===== src/rtl/corefifo_ptr_pkg.sv =====
// Shared pointer helpers for the COREFIFO write/read pointer generators.
// Functions work on 32-bit zero-extended vectors; callers slice to their pointer width.
package corefifo_ptr_pkg;

  localparam int ADDRWIDTH_DEF = 3;
  localparam int PTRW          = ADDRWIDTH_DEF + 1;

  function automatic logic [31:0] bin2gray(input logic [31:0] x);
    return x ^ (x >> 1);
  endfunction

  function automatic logic [31:0] gray2bin(input logic [31:0] x);
    logic [31:0] b;
    b[31] = x[31];
    for (int i = 30; i >= 0; i--) begin
      b[i] = b[i+1] ^ x[i];
    end
    return b;
  endfunction

  // Full when the write pointer is one lap ahead: top two Gray bits inverted, rest equal.
  function automatic logic full_match(input logic [31:0] gray_w,
                                      input logic [31:0] gray_r,
                                      input int          w);
    logic [31:0] lap_mask;
    lap_mask = 32'd3 << (w - 2);
    return gray_w == (gray_r ^ lap_mask);
  endfunction

endpackage


===== src/rtl/corefifo_gray_counter.sv =====
// Binary + Gray pointer counter with increment enable and synchronous reset.
// Gray output is registered; bin_nxt/gray_nxt expose the next-state values.
module corefifo_gray_counter
  import corefifo_ptr_pkg::*;
#(
  parameter int W = PTRW
) (
  input  logic         clk,
  input  logic         srst,
  input  logic         inc,
  output logic [W-1:0] bin,
  output logic [W-1:0] bin_nxt,
  output logic [W-1:0] gray_nxt,
  output logic [W-1:0] gray
);

  logic [31:0] g32;
  logic        unused_g32_hi;

  assign bin_nxt       = bin + {{(W-1){1'b0}}, inc};
  assign g32           = bin2gray(32'(bin_nxt));
  assign gray_nxt      = g32[W-1:0];
  assign unused_g32_hi = ^g32[31:W];

  always_ff @(posedge clk) begin
    if (srst) begin
      bin  <= '0;
      gray <= '0;
    end else begin
      bin  <= bin_nxt;
      gray <= gray_nxt;
    end
  end

endmodule


===== src/rtl/corefifo_wr_ptr_gen.sv =====
// Write-domain pointer generator: RAM write strobe/address, registered Gray pointer and full/afull/overflow flags, 1 clk latency.
// Optional occupancy register wrcnt is built only when COREFIFO_WRCNT_EN is defined; otherwise wrcnt reads 0.
module corefifo_wr_ptr_gen
  import corefifo_ptr_pkg::*;
#(
  parameter int ADDRWIDTH    = 3,
  parameter int AFULL_THRESH = 6
) (
  input  logic                 clk,
  input  logic                 srst,
  input  logic                 we,
  input  logic [ADDRWIDTH:0]   rd_ptr_gray_sync,
  output logic [ADDRWIDTH:0]   wr_ptr_gray,
  output logic [ADDRWIDTH-1:0] waddr,
  output logic                 ram_we,
  output logic                 full,
  output logic                 afull,
  output logic                 overflow,
  output logic [ADDRWIDTH:0]   wrcnt
);

  localparam int          PW  = ADDRWIDTH + 1;
  localparam logic [PW-1:0] AFT = PW'(AFULL_THRESH);

  logic [PW-1:0] wbin;
  logic [PW-1:0] wbin_nxt;
  logic [PW-1:0] wgray_nxt;
  logic [31:0]   rq_bin32;
  logic [PW-1:0] rq_bin;
  logic [PW-1:0] occ_nxt;
  logic          full_nxt;
  logic          afull_nxt;
  logic          unused_bits;

  // Reset dominates: no RAM write is issued while srst is high.
  assign ram_we = we & ~full & ~srst;
  assign waddr  = wbin[ADDRWIDTH-1:0];

  corefifo_gray_counter #(
    .W (PW)
  ) u_wr_cnt (
    .clk      (clk),
    .srst     (srst),
    .inc      (ram_we),
    .bin      (wbin),
    .bin_nxt  (wbin_nxt),
    .gray_nxt (wgray_nxt),
    .gray     (wr_ptr_gray)
  );

  assign rq_bin32    = gray2bin(32'(rd_ptr_gray_sync));
  assign rq_bin      = rq_bin32[PW-1:0];
  assign occ_nxt     = wbin_nxt - rq_bin;
  assign full_nxt    = full_match(32'(wgray_nxt), 32'(rd_ptr_gray_sync), PW);
  assign afull_nxt   = (occ_nxt >= AFT);
  assign unused_bits = ^{wbin[ADDRWIDTH], rq_bin32[31:PW]};

  always_ff @(posedge clk) begin
    if (srst) begin
      full     <= 1'b0;
      afull    <= 1'b0;
      overflow <= 1'b0;
    end else begin
      full     <= full_nxt;
      afull    <= afull_nxt;
      overflow <= we & full;
    end
  end

`ifdef COREFIFO_WRCNT_EN
  always_ff @(posedge clk) begin
    if (srst) begin
      wrcnt <= '0;
    end else begin
      wrcnt <= occ_nxt;
    end
  end
`else
  assign wrcnt = '0;
`endif

endmodule


===== config.mk =====
export PLATFORM = sky130hd
export DESIGN_NAME = corefifo_wr_ptr_gen
export DESIGN_NICKNAME = d
export VERILOG_FILES = /design/src/rtl/corefifo_ptr_pkg.sv /design/src/rtl/corefifo_gray_counter.sv /design/src/rtl/corefifo_wr_ptr_gen.sv
export SDC_FILE = /design/constraint.sdc
export NUM_CORES = 1
export LEC_CHECK = 0
export BUFFER_PORTS_ARGS = -buffer_cell sky130_fd_sc_hd__buf_4
export CAP_MARGIN = 20
export CORE_UTILIZATION = 40
export CTS_BUF_LIST = sky130_fd_sc_hd__clkbuf_8
export CTS_CLUSTER_DIAMETER = 60
export DETAILED_ROUTE_END_ITERATION = 8
export PLACE_DENSITY = 0.76
export SYNTH_ARGS = -nofsm -noshare
export SYNTH_HDL_FRONTEND = slang
export SYNTH_SLANG_ARGS = --single-unit

===== constraint.sdc =====
create_clock -name clk -period 3.71 [get_ports clk]
set_input_delay 0.371 -clock clk [delete_from_list [all_inputs] [get_ports clk]]
set_output_delay 0.371 -clock clk [all_outputs]
set_load 0.02 [all_outputs]

# After elaboration in Yosys (flattened, before gate mapping)
# Cells that the tools add are included.
[op_classes]
add_sub_neg = 2
multipliers = 0
div_mod_pow = 0
n_lt_le_gt_ge = 1
eq_ne = 1
n_shift = 0
mux = 0
bitwise = 10
reduce_logical = 0
[ops]
columns = ["op", "count"]
rows = [
  ["adder 4 x 1 -> 4 bit", 1],
  ["== test 4 bit", 1],
  ["greater-or-equal comparator 4 x 3 -> 1 bit, second input constant", 1],
  ["subtractor 4 bit", 1],
  ["XOR 4 x 3 -> 4 bit", 1],
  ["bitwise AND 1 bit", 3],
  ["XOR 1 bit", 3],
  ["NOT 1 bit", 2],
  ["NOT 2 bit", 1],
]
[totals]
reg_bits = 11
latchBits = 0
ram_bits = 0
mem_bits_ro = 0
out_inout_bits = 15
word_cells = 19
memories = 0

# Longest topological paths before layout
[logic_depth]
depth_word = 6
depth_mapped = 9
ltp_nobuf = 8

# Cells and area by module
# Synthesis repeated with hierarchy kept, for this count alone.
[hier_totals]
cells_unflattened = 64
area_unflattened_um2 = 648.1
[modules_own_cells]
columns = ["mod", "n_inst", "cells_per_inst", "area_each_um2", "seq_area_each_um2"]
rows = [
  ["corefifo_wr_ptr_gen", 1, 37, 340.3, 60.1],
  ["corefifo_gray_counter", 1, 27, 307.8, 140.1],
]

# Least setup slack after synthesis
# OpenSTA, ideal clock, no wires.
[synth_timing]
kind = "input to register"
from = "in srst"
to = "reg afull"
setup_ns = 0.132
arrival_ns = 2.525
t_required_ns = 3.578
slack_ns = 1.053
cell_stages = 9
path_buffers = 1
path_cell_list = "clkbuf_1 -> nor3b_1 -> ha_1 -> ha_1 -> ha_1 -> nor2b_1 -> o21ai_0 -> a21o_1 -> a31oi_1"
[synth_between]
elab_chain_cells = 5
[synth_rtl]
columns = ["item", "line_no", "source"]
rows = [
  ["start, declared", "corefifo_wr_ptr_gen.sv:10", "input logic srst,"],
  ["NOT 1 bit", "corefifo_wr_ptr_gen.sv:36", "assign ram_we = we & ~full & ~srst;"],
  ["bitwise AND 1 bit", "corefifo_wr_ptr_gen.sv:36", ""],
  ["net ram_we", "corefifo_wr_ptr_gen.sv:15", "output logic ram_we,"],
  ["adder 4 x 1 -> 4 bit", "corefifo_gray_counter.sv:20", "assign bin_nxt = bin + {{(W-1){1'b0}}, inc};"],
  ["net u_wr_cnt.bin_nxt[1]", "corefifo_gray_counter.sv:12", "output logic [W-1:0] bin_nxt,"],
  ["subtractor 4 bit", "corefifo_wr_ptr_gen.sv:53", "assign occ_nxt = wbin_nxt - rq_bin;"],
  ["greater-or-equal comparator 4 x 3 -> 1 bit", "corefifo_wr_ptr_gen.sv:55", "assign afull_nxt = (occ_nxt >= AFT);"],
  ["end signal, assigned", "corefifo_wr_ptr_gen.sv:65", "afull <= afull_nxt;"],
  ["end, declared", "corefifo_wr_ptr_gen.sv:17", "output logic afull,"],
]
# The timed path passes the listed nets, and every way through them passes these cells.
# A chain may end at the register's enable or synchronous reset.

# Final worst setup path
[layout_timing]
from = "reg full"
to = "reg afull"
[layout_between]
elab_chain_cells = 6
[layout_rtl]
columns = ["item", "line_no", "source"]
rows = [
  ["start, declared", "corefifo_wr_ptr_gen.sv:16", "output logic full,"],
  ["start signal, assigned", "corefifo_wr_ptr_gen.sv:64", "full <= full_nxt;"],
  ["NOT 1 bit", "corefifo_wr_ptr_gen.sv:36", ""],
  ["bitwise AND 1 bit (2 in series)", "corefifo_wr_ptr_gen.sv:36", ""],
  ["adder 4 x 1 -> 4 bit", "corefifo_gray_counter.sv:20", ""],
  ["net u_wr_cnt.bin_nxt[1]", "corefifo_gray_counter.sv:12", ""],
  ["subtractor 4 bit", "corefifo_wr_ptr_gen.sv:53", ""],
  ["greater-or-equal comparator 4 x 3 -> 1 bit", "corefifo_wr_ptr_gen.sv:55", ""],
]
# The timed path passes the listed nets, and every way through them passes these cells.

==> key figures <==
Run status
  • Outcome: complete, no violations

Synthesis
  • Synth warn: 0
  • Syn Inst Count: 60
  • Top cell type's share of synthesized area: 0.346
  • Asr flop ratio synth: 0
  • Post-synth EDFFs: 0
  • Main synth FF type: dfxtp_1
  • Synth area leaders: dfxtp_1 (35%), xnor2_1 (15%), ha_1 (11%)
  • Post-synth top cells: dfxtp_1 (10), xnor2_1 (10), nor2_1 (6), ha_1 (5)
  • Flip-flop and latch count after synthesis: 10
  • Cell Area, Synth: between 500 and 600 µm²
  • Sequential fraction of the synthesis area: 0.346
  • Dominant cell type by area after synthesis: dfxtp_1
  • Mean Syn Cell Area: 9.66 µm²
  • Post-synth cell types: 22

Setup path
  • Crit-path leading delay family: adder cells
  • Worst Path Arrival: 2.33 ns
  • Critical path data required time: 3.87 ns
  • CP max stage cell: nor3b_1
  • Max incr delay on CP: 0.32 ns
  • Startpoint Class: flip-flop
  • Worst Path Max Fanout: 4
  • Crit path capture type: flip-flop
  • Crit Path Class: flip-flop to flip-flop
  • Most Frequent Cell on Critical Path: ha_1
  • Crit path buf inv count: 0
  • Cell chain of the critical path: nor3b_1 > ha_1 > ha_1 > ha_1 > nor2b_1 > o21ai_0 > nand3_1 > a31oi_1

Route
  • DR vias: 442
  • Vias per cell: between 4 and 5
  • WL per Instance: about 12 µm
  • Number of nets with antenna violations after routing: 0
  • Total Wirelength: 1160 µm
  • DRT Pass-1 Iters: 3
  • DRT iter0 DRCs: 2
  • Drt drc: 0

Finish
  • Final Net Count: 93
  • N_diodes: 0
  • Fraction of layout instances using a drive strength above 1: 0.278
  • Layout area overhead: 30.9%
  • Finished Core Util: 0.575
  • # fillers: 120
  • Finished Cell Area: 758 µm²

Floorplanning
  • Row cnt: 13
  • Die W: approximately 40 µm
  • Initial Util: 0.440
  • Die height: 40.1 µm
  • Die ar.: 1600 µm²
  • Top Ports: 22
  • Area of the core: ~1300 µm²

Clocking
  • CTS buffer count: 3
  • Clk buf depth: 2
  • Skew-Pair Late Insertion Delay: roughly 0.24 ns
  • Setup bufs post-CTS: 0
  • # hold bufs at CTS: 0
  • Resize count post-CTS: 0
  • CTS tree: built
  • Total clock sinks: 10
  • Root buf cell: clkbuf_8
  • CTS H-tree depth: 1
  • Clock-pin slew on the worst setup and hold paths: 0.05 ns

Timing
  • Final period util: 0.584
  • Fin Setup TNS: 0 ns
  • Minimum clock period: 2.17 ns
  • Fin worst setup slack: 1.54 ns
  • Max Transition Viols Final: 0
  • Max Freq: 461 MHz
  • RSZ-0062 raised after global routing: no
  • Setup Skew: 0.00462 ns
  • Final-report hold violation count: 0
  • Hold slack: 0.372 ns
  • Setup-failing EPs final: 0

Global route
  • Total track usage: 0.176
  • First-pass GRT wire length: 1810 µm
  • GRT overflow: 0
  • Pin count of the biggest net entering global routing: 12
  • Number of global-route vias before repair: 427
  • Initial antenna violation count: 0

Placed design
  • Final GP Congestion: 0.704
  • Dpl cell area: between 700 and 800 µm²
  • Setup WS pre-CTS: about 1.4 ns
  • Port Buffers: 17

Run
  • Max_cap viols: 0

Power and ir drop
  • Pwr/cell area: about 440 nW/µm²
  • P_leak: 0.000366 µW
  • Worst vdd ir: ~0.00015 V

Worst hold path
  • Hold Crit Class: input port to flip-flop
[through the flow]
| stage | power (µW) | cells |
|---|---|---|
| floorplan | 176 | 63 |
| global placement | 195 | 90 |
| detailed placement | 197 | 90 |
| CTS | 335 | 94 |
| global route | 349 | 94 |
| finish | 332 | 94 |
[path summary, 6_finish.rpt]
path | startpoint | to | slack, ns | depth (start not counted)
min reg2reg | full | overflow | 0.52 | 1
max reg2reg | full | afull | 1.54 | 8
min | srst | u_wr_cnt.bin[0] | 0.37 | 2
max | full | afull | 1.54 | 8
[worst reg2reg max path, delay by kind of cell (launching register included)]
family,cells,cell delay (ns)
compound gates,2,0.37
simple gates,3,0.55
fa+ha+maj,3,0.86
flops,1,0.31
[final cells by class]
type                            count  area, µm²  area share
Tap cell                           15       18.8      0.0248
Timing Repair Buffer               17        128       0.168
Inverter                            4       15.0      0.0198
Sequential cell                    10        200       0.264
Clock buffer                        4       55.1      0.0726
Multi-Input combinational cell     44        342       0.450
[registers in the layout (all words and copies together), names as in the netlist]
name	count
full	1
u_wr_cnt.bin	3
overflow	1
u_wr_cnt.gray	4
afull	1
[cell usage in the layout (no fill, tap or decap)]
cell | Yosys | routed
nor3_1 | 1 | 1
clkbuf_8 | 0 | 4
inv_1 | 4 | 4
fa_1 | 1 | 1
ha_1 | 5 | 5
dfxtp_1 | 10 | 10
nor2b_1 | 2 | 2
xor2_2 | 1 | 1
a21boi_0 | 1 | 1
a21o_1 | 1 | 1
nor2_1 | 6 | 6
and3_1 | 1 | 1
a31oi_1 | 1 | 1
and3b_1 | 1 | 1
xor2_1 | 4 | 4
nand2b_1 | 1 | 1
nor3b_1 | 1 | 1
o21ai_0 | 1 | 1
conb_1 | 1 | 4
buf_4 | 4 | 17
xnor2_1 | 10 | 10
nand3_1 | 2 | 2
[where the power goes]
group          switching, µW  internal, µW
clock                   43.8          93.4
sequential              2.30           114
combinational           42.5          36.3
[cells by family (layout without fill, tap and decap cells)]
| logic type | Yosys count | after routing | share of synthesized area |
|---|---|---|---|
| xor+xnor | 15 | 15 | 0.240 |
| simple gates | 15 | 15 | 0.136 |
| flops | 10 | 10 | 0.346 |
| buf+inv | 9 | 25 | 0.0842 |
| fa+ha+maj | 6 | 6 | 0.143 |
| compound gates | 4 | 4 | 0.0454 |
| other cells | 1 | 4 | 0.00647 |
[metal layers]
layer,track usage,share of wire
met1,0.178,0.40
met2,0.339,0.56
met3,0.0167,0.033
met4,0.103,0
met5,0,0
Note: power is estimated with default switching activity, not from simulation.
